### config.mk
export PLATFORM = sky130hd
export DESIGN_NAME = press_rng_source_flat
export DESIGN_NICKNAME = d
export VERILOG_FILES = /design/src/rtl/press_rng_source_if.sv /design/src/rtl/press_rng_source.sv /design/src/flat_wrapper.sv
export SDC_FILE = /design/constraint.sdc
export NUM_CORES = 1
export LEC_CHECK = 0
export ABC_CLOCK_PERIOD_IN_PS = 1460
export CORE_ASPECT_RATIO = 0.75
export CORE_MARGIN = 2
export CORE_UTILIZATION = 50
export CTS_BUF_LIST = sky130_fd_sc_hd__clkbuf_8
export DETAILED_ROUTE_END_ITERATION = 10
export DONT_BUFFER_PORTS = 1
export MAX_ROUTING_LAYER = met4
export PLACE_DENSITY_LB_ADDON = 0.12
export SLEW_MARGIN = 20
export SYNTH_ARGS = -nofsm -noshare
export SYNTH_HDL_FRONTEND = slang
export SYNTH_SLANG_ARGS = --single-unit
### constraint.sdc
create_clock -name clk -period 1.46 [get_ports clk]
set_input_delay 0.292 -clock clk [delete_from_list [all_inputs] [get_ports clk]]
set_output_delay 0.292 -clock clk [all_outputs]
set_load 0.005 [all_outputs]
### src/rtl/press_rng_source_if.sv
// rtl/press_rng_source_if.sv - control/value bundle between press_rng_source and the threshold comparator
// lock_err exists only when PRESS_RNG_LOCKUP_RECOVER_EN is defined.
interface press_rng_source_if #(
  parameter int WIDTH = 10
);
  logic             en;
  logic             load;
  logic [WIDTH-1:0] seed;
  logic [WIDTH-1:0] rnd;
  logic             tick;
`ifdef PRESS_RNG_LOCKUP_RECOVER_EN
  logic             lock_err;

  modport master (output en, load, seed, input rnd, tick, lock_err);
  modport slave  (input en, load, seed, output rnd, tick, lock_err);
`else
  modport master (output en, load, seed, input rnd, tick);
  modport slave  (input en, load, seed, output rnd, tick);
`endif
endinterface

### src/rtl/press_rng_source.sv
// rtl/press_rng_source.sv - paced 10-bit XNOR LFSR supplying the comparator "a" operand
// Optional PRESS_RNG_LOCKUP_RECOVER_EN: remaps a 3FF seed to 000 and raises sticky lock_err.
module press_rng_source #(
  parameter int WIDTH  = 10,
  parameter int PERIOD = 4,
  parameter int CNT_W  = 10
) (
  input  logic               clk,
  input  logic               reset,
  press_rng_source_if.slave  bus
);

  if (WIDTH != 10) begin : g_bad_width
    $error("press_rng_source: taps are defined for WIDTH=10 only");
  end
  if (PERIOD < 1 || PERIOD > 1023) begin : g_bad_period
    $error("press_rng_source: PERIOD must be in 1..1023");
  end
  if ((1 << CNT_W) < PERIOD) begin : g_bad_cnt_w
    $error("press_rng_source: CNT_W too narrow for PERIOD");
  end

  localparam logic [CNT_W-1:0] LAST = CNT_W'(PERIOD - 1);

  typedef enum logic [1:0] {
    IDLE = 2'd0,
    RUN  = 2'd1,
    HOLD = 2'd2
  } state_t;

  state_t           state_q, state_d;
  logic [CNT_W-1:0] cnt_q, cnt_d;
  logic [WIDTH-1:0] rnd_q, rnd_d;
  logic             tick_q, tick_d;
  logic [WIDTH-1:0] lfsr_next;

  // x^10 + x^7 + 1 in XNOR form: all-ones is the lockup point
  assign lfsr_next = {rnd_q[WIDTH-2:0], ~(rnd_q[9] ^ rnd_q[6])};

`ifdef PRESS_RNG_LOCKUP_RECOVER_EN
  logic lock_q, lock_d;
`endif

  always_comb begin
    state_d = state_q;
    cnt_d   = cnt_q;
    rnd_d   = rnd_q;
    tick_d  = 1'b0;
`ifdef PRESS_RNG_LOCKUP_RECOVER_EN
    lock_d  = lock_q;
`endif
    if (bus.load) begin
      // load wins over a step due this cycle; the FSM state is left alone
      cnt_d = '0;
`ifdef PRESS_RNG_LOCKUP_RECOVER_EN
      if (bus.seed == {WIDTH{1'b1}}) begin
        rnd_d  = '0;
        lock_d = 1'b1;
      end else begin
        rnd_d = bus.seed;
      end
`else
      rnd_d = bus.seed;
`endif
    end else begin
      case (state_q)
        IDLE: begin
          cnt_d = '0;
          if (bus.en) state_d = RUN;
        end
        RUN, HOLD: begin
          // an enabled HOLD cycle resumes counting immediately from the held count
          if (bus.en) begin
            state_d = RUN;
            if (cnt_q == LAST) begin
              cnt_d  = '0;
              rnd_d  = lfsr_next;
              tick_d = 1'b1;
            end else begin
              cnt_d = cnt_q + CNT_W'(1);
            end
          end else begin
            state_d = HOLD;
          end
        end
        default: begin
          state_d = IDLE;
          cnt_d   = '0;
        end
      endcase
    end
  end

  always_ff @(posedge clk) begin
    if (reset) begin
      state_q <= IDLE;
      cnt_q   <= '0;
      rnd_q   <= '0;
      tick_q  <= 1'b0;
`ifdef PRESS_RNG_LOCKUP_RECOVER_EN
      lock_q  <= 1'b0;
`endif
    end else begin
      state_q <= state_d;
      cnt_q   <= cnt_d;
      rnd_q   <= rnd_d;
      tick_q  <= tick_d;
`ifdef PRESS_RNG_LOCKUP_RECOVER_EN
      lock_q  <= lock_d;
`endif
    end
  end

  assign bus.rnd  = rnd_q;
  assign bus.tick = tick_q;
`ifdef PRESS_RNG_LOCKUP_RECOVER_EN
  assign bus.lock_err = lock_q;
`endif

endmodule

### src/flat_wrapper.sv
// flat-port wrapper written by rule: the top's interface ports become plain ports
module press_rng_source_flat 
#(
  parameter int WIDTH  = 10,
  parameter int PERIOD = 4,
  parameter int CNT_W  = 10
)
  (clk, reset, bus_en, bus_load, bus_seed, bus_rnd, bus_tick);
  press_rng_source_if #(.WIDTH(WIDTH)) bus_i ();
  input  logic clk;
  input  logic reset;
  input wire logic [$bits(bus_i.en)-1:0] bus_en;
  input wire logic [$bits(bus_i.load)-1:0] bus_load;
  input wire logic [$bits(bus_i.seed)-1:0] bus_seed;
  output wire logic [$bits(bus_i.rnd)-1:0] bus_rnd;
  output wire logic [$bits(bus_i.tick)-1:0] bus_tick;
  assign bus_i.en = bus_en;
  assign bus_i.load = bus_load;
  assign bus_i.seed = bus_seed;
  assign bus_rnd = bus_i.rnd;
  assign bus_tick = bus_i.tick;
  press_rng_source #(.WIDTH(WIDTH), .PERIOD(PERIOD), .CNT_W(CNT_W)) u_core (.clk(clk), .reset(reset), .bus(bus_i));
endmodule
==> impl_metrics.py <==
metrics = {
    "status": {
        "status": "finished with violations",
        "violations": "negative setup slack",
    },
    "setup_path": {
        "regToRegEndpoint": "u_core.bus.rnd[7]",
        "critPathMaxFanout": 7,
        "path_class": "flop to flop",
        "end_kind": "flop",
        "arrival_ps": 1640,
        "rrSetupSlack_ps": -10,
        "reg2regPathDepth": 4,
        "cp.required_ps": 1630,
        "cp-start-kind": "flop",
        "reg2reg_from": "u_core.cnt_q[9]",
    },
    "sta": {
        "worstMarginPinSlew_ps": 491,
        "slew_headroom_pct": 67.2,
        "setup_tns_ps": -54.5,
        "max_freq_ghz": 0.679,
        "slew_violations": 0,
        "finalCritPeriodShare_pct": 101,
        "skew_ps": 4.00,
        "setup_viol": 7,
        "period_minus_slack_ps": 1470,
        "hold_viol_final": 0,
        "rsz0062_at_grt": "true",
        "worst_slack_ps": -13.3,
    },
    "power": {
        "p_per_area_nw_per_um2": 877,
        "seqPwrFrac_pct": 58.6,
        "ir_worst_vdd_mv": 0.752,
        "sw_frac_of_total_pct": 22.3,
        "p_int_uw": 885,
        "comb_power_share_pct": 7.3,
        "pwr-share-clk_pct": 34.2,
        "power.switching_uw": 254,
        "leakage_nw": 0.544,
    },
    "global_route": {
        "grt_pass1_vias": 792,
        "grt.overflow.total": 0,
        "grt_usage_pct": 19.5,
        "grt_max_degree": 17,
        "grt_antenna_before_repair": 0,
        "grt_first_pass_wirelength_um": 3620,
    },
    "placed_design": {
        "place.gp.congestion": 0.785,
        "io_buffers": 0,
        "placed_cell_area_um2": 1230,
        "dp_hpwl_um": 1650,
        "pre_cts_slack_ps": -76.5,
        "dp.cells": 150,
    },
    "drt": {
        "vias": 852,
        "drtPass1Iterations": 5,
        "wl_per_cell_um": 13.7,
        "routed_wirelength_um": 2120,
        "drt-initial-drc-count": 34,
        "drcViolationCount": 0,
        "via_per_inst": 5.53,
        "ant_nets": 0,
    },
    "cts": {
        "cts_sinks": 23,
        "h-tree-depth": 1,
        "root_buffer": "clkbuf_8",
        "cts_buffers": 3,
        "clock_latency_ps": 260,
        "hold_buffers": 0,
        "clk_path_buf_depth": 2,
        "postCtsSetupRepairBufs": 0,
        "cts_tree": "done",
        "clkTransAtPathRegs_ps": 80,
    },
    "synthesis": {
        "syn_avg_cell_area_um2": 9.54,
        "synth-main-ff-cell": "dfxtp_1",
        "ys_seq_elements": 23,
        "yosysMostFrequentCell": "dfxtp_1",
        "synth_area_um2": 1080,
        "ys.warnings.count": 0,
        "synth.distinct_cells": 32,
        "synth_seq_area_share_pct": 42.7,
        "synth_edf_count": 0,
        "synth_top_area_share_pct": 42.7,
        "synth_commonest_cells": "dfxtp_1 (23), nor2_1 (18), a21o_1 (8), a22o_1 (7), xnor2_1 (6)",
        "synth.area.top_cells": "dfxtp_1 (43%), nor2_1 (6.3%), a22o_1 (5.7%)",
        "synth_cells": 113,
        "synth_area_leader_cell": "dfxtp_1",
        "ys_async_sr_fraction_pct": 0,
        "syn_nets": 130,
    },
    "final_layout": {
        "fill_cells": 167,
        "final_nets": 148,
        "final_cell_count_no_fill": 154,
        "stdcell_area_um2": 1300,
        "ff_latch_area_um2": 462,
        "antennaDiodeCount": 0,
        "drive_gt1_share_pct": 23.1,
        "utilization_pct": 64.5,
        "multi_input_area_um2": 617,
        "synthToLayoutAreaGrowth_pct": 20.4,
    },
    "die": {
        "dieArea_um2": 2550,
        "floorplan.rows": 14,
        "fp.coreArea_um2": 2010,
        "start_util_pct": 53.5,
        "dieHeight_um": 44.2,
        "ios": 25,
        "die_width_um": 57.6,
    },
    "min_path": {
        "hold_class": "primary input to flop",
        "min-delay-start": "reset",
        "holdPathStages": 1,
        "holdPathEnd": "u_core.state_q[1]",
    },
    "run": {
        "cap_violations": 0,
    },
}
==> power groups by stage <==
| stage | Clock, mW | Combinational, mW | Sequential [mW] |
|---|---|---|---|
| after floorplan | 0 | 0.0696 | 0.677 |
| after global placement | 0 | 0.0768 | 0.681 |
| after detailed placement | 0 | 0.0798 | 0.682 |
| after CTS | 0.405 | 0.0838 | 0.667 |
| after global routing | 0.432 | 0.0928 | 0.671 |
| final | 0.389 | 0.0829 | 0.667 |
==> stage by stage <==
step / hold slack [ps] / power [mW]
2_1_floorplan: 361 / 0.746
3_5_place_dp: 368 / 0.762
3_3_place_gp: 366 / 0.758
6_report: 92.3 / 1.14
5_1_grt: 75.8 / 1.20
4_1_cts: 85.4 / 1.16
==> layer usage <==
layer  vias up  wire length, um  global-route usage (%)
li1        437                -                       -
met1       395             1040                    25.3
met2        18              966                    29.5
met3         2              103                    6.73
met4         0               10                    4.19
met5         -                0                       -
==> area by class of cell <==
cell class,count,area share [%]
Multi-Input combinational cell,84,47.5
Sequential cell,23,35.5
Timing Repair Buffer,16,10.2
Clock buffer,3,3.18
Tap cell,24,2.31
Inverter,3,0.867
Clock inverter,1,0.385
==> worst max-delay path by stage <==
stage / from / end / slack, ps / depth (start not counted)
after global placement: u_core.cnt_q[0] / u_core.bus.rnd[6] / -30 / 5
after floorplan: u_core.state_q[1] / u_core.bus.rnd[1] / 10 / 5
after detailed placement: u_core.state_q[1] / u_core.bus.rnd[7] / -80 / 5
after global routing: u_core.cnt_q[9] / u_core.bus.rnd[4] / -110 / 4
after CTS: u_core.cnt_q[9] / u_core.bus.rnd[4] / -30 / 4
final: u_core.cnt_q[9] / u_core.bus.rnd[7] / -10 / 4
==> sequential cells by signal, summed over array words and instances, names as in the netlist <==
register,flops
u_core.bus.tick,1
u_core.cnt_q,10
u_core.state_q,2
u_core.bus.rnd,10
==> placed cells by master, fill, tap and decap left out, types with 2 or more instances in the layout <==
cell	synthesis	final
buf_4	1	15
dfxtp_1	23	22
nand4_1	4	4
clkbuf_8	0	3
a22o_1	7	7
nand2_1	5	5
a21o_1	8	8
xnor2_1	6	6
nor3_1	4	3
nand3_1	2	2
ha_1	3	2
nor2_1	18	18
xor2_1	4	4
nor3b_1	2	2
nor4_1	2	2
nor2b_1	5	4
inv_1	3	3
==> kinds of logic after synthesis <==
group,synth area share (%)
mux,0.928
fa+ha+maj,3.48
xor+xnor,8.12
flops,42.7
compound gates,16.6
buf+inv,2.55
simple gates,25.6
==> worst max-delay path: stages, from the launching register on <==
cell     delay, ps
dfxtp_2        340
nor4b_4        400
a41oi_4        240
a22o_1         260
a21o_1         140
==> repair_timing <==
| item | in CTS | in global routing |
|---|---|---|
| pin swaps | 9 | 1 |
| resized for setup | 4 | 1 |
| endpoints found under the setup margin | 8 | 11 |
No activity file was read; power rests on OpenSTA's default activity.
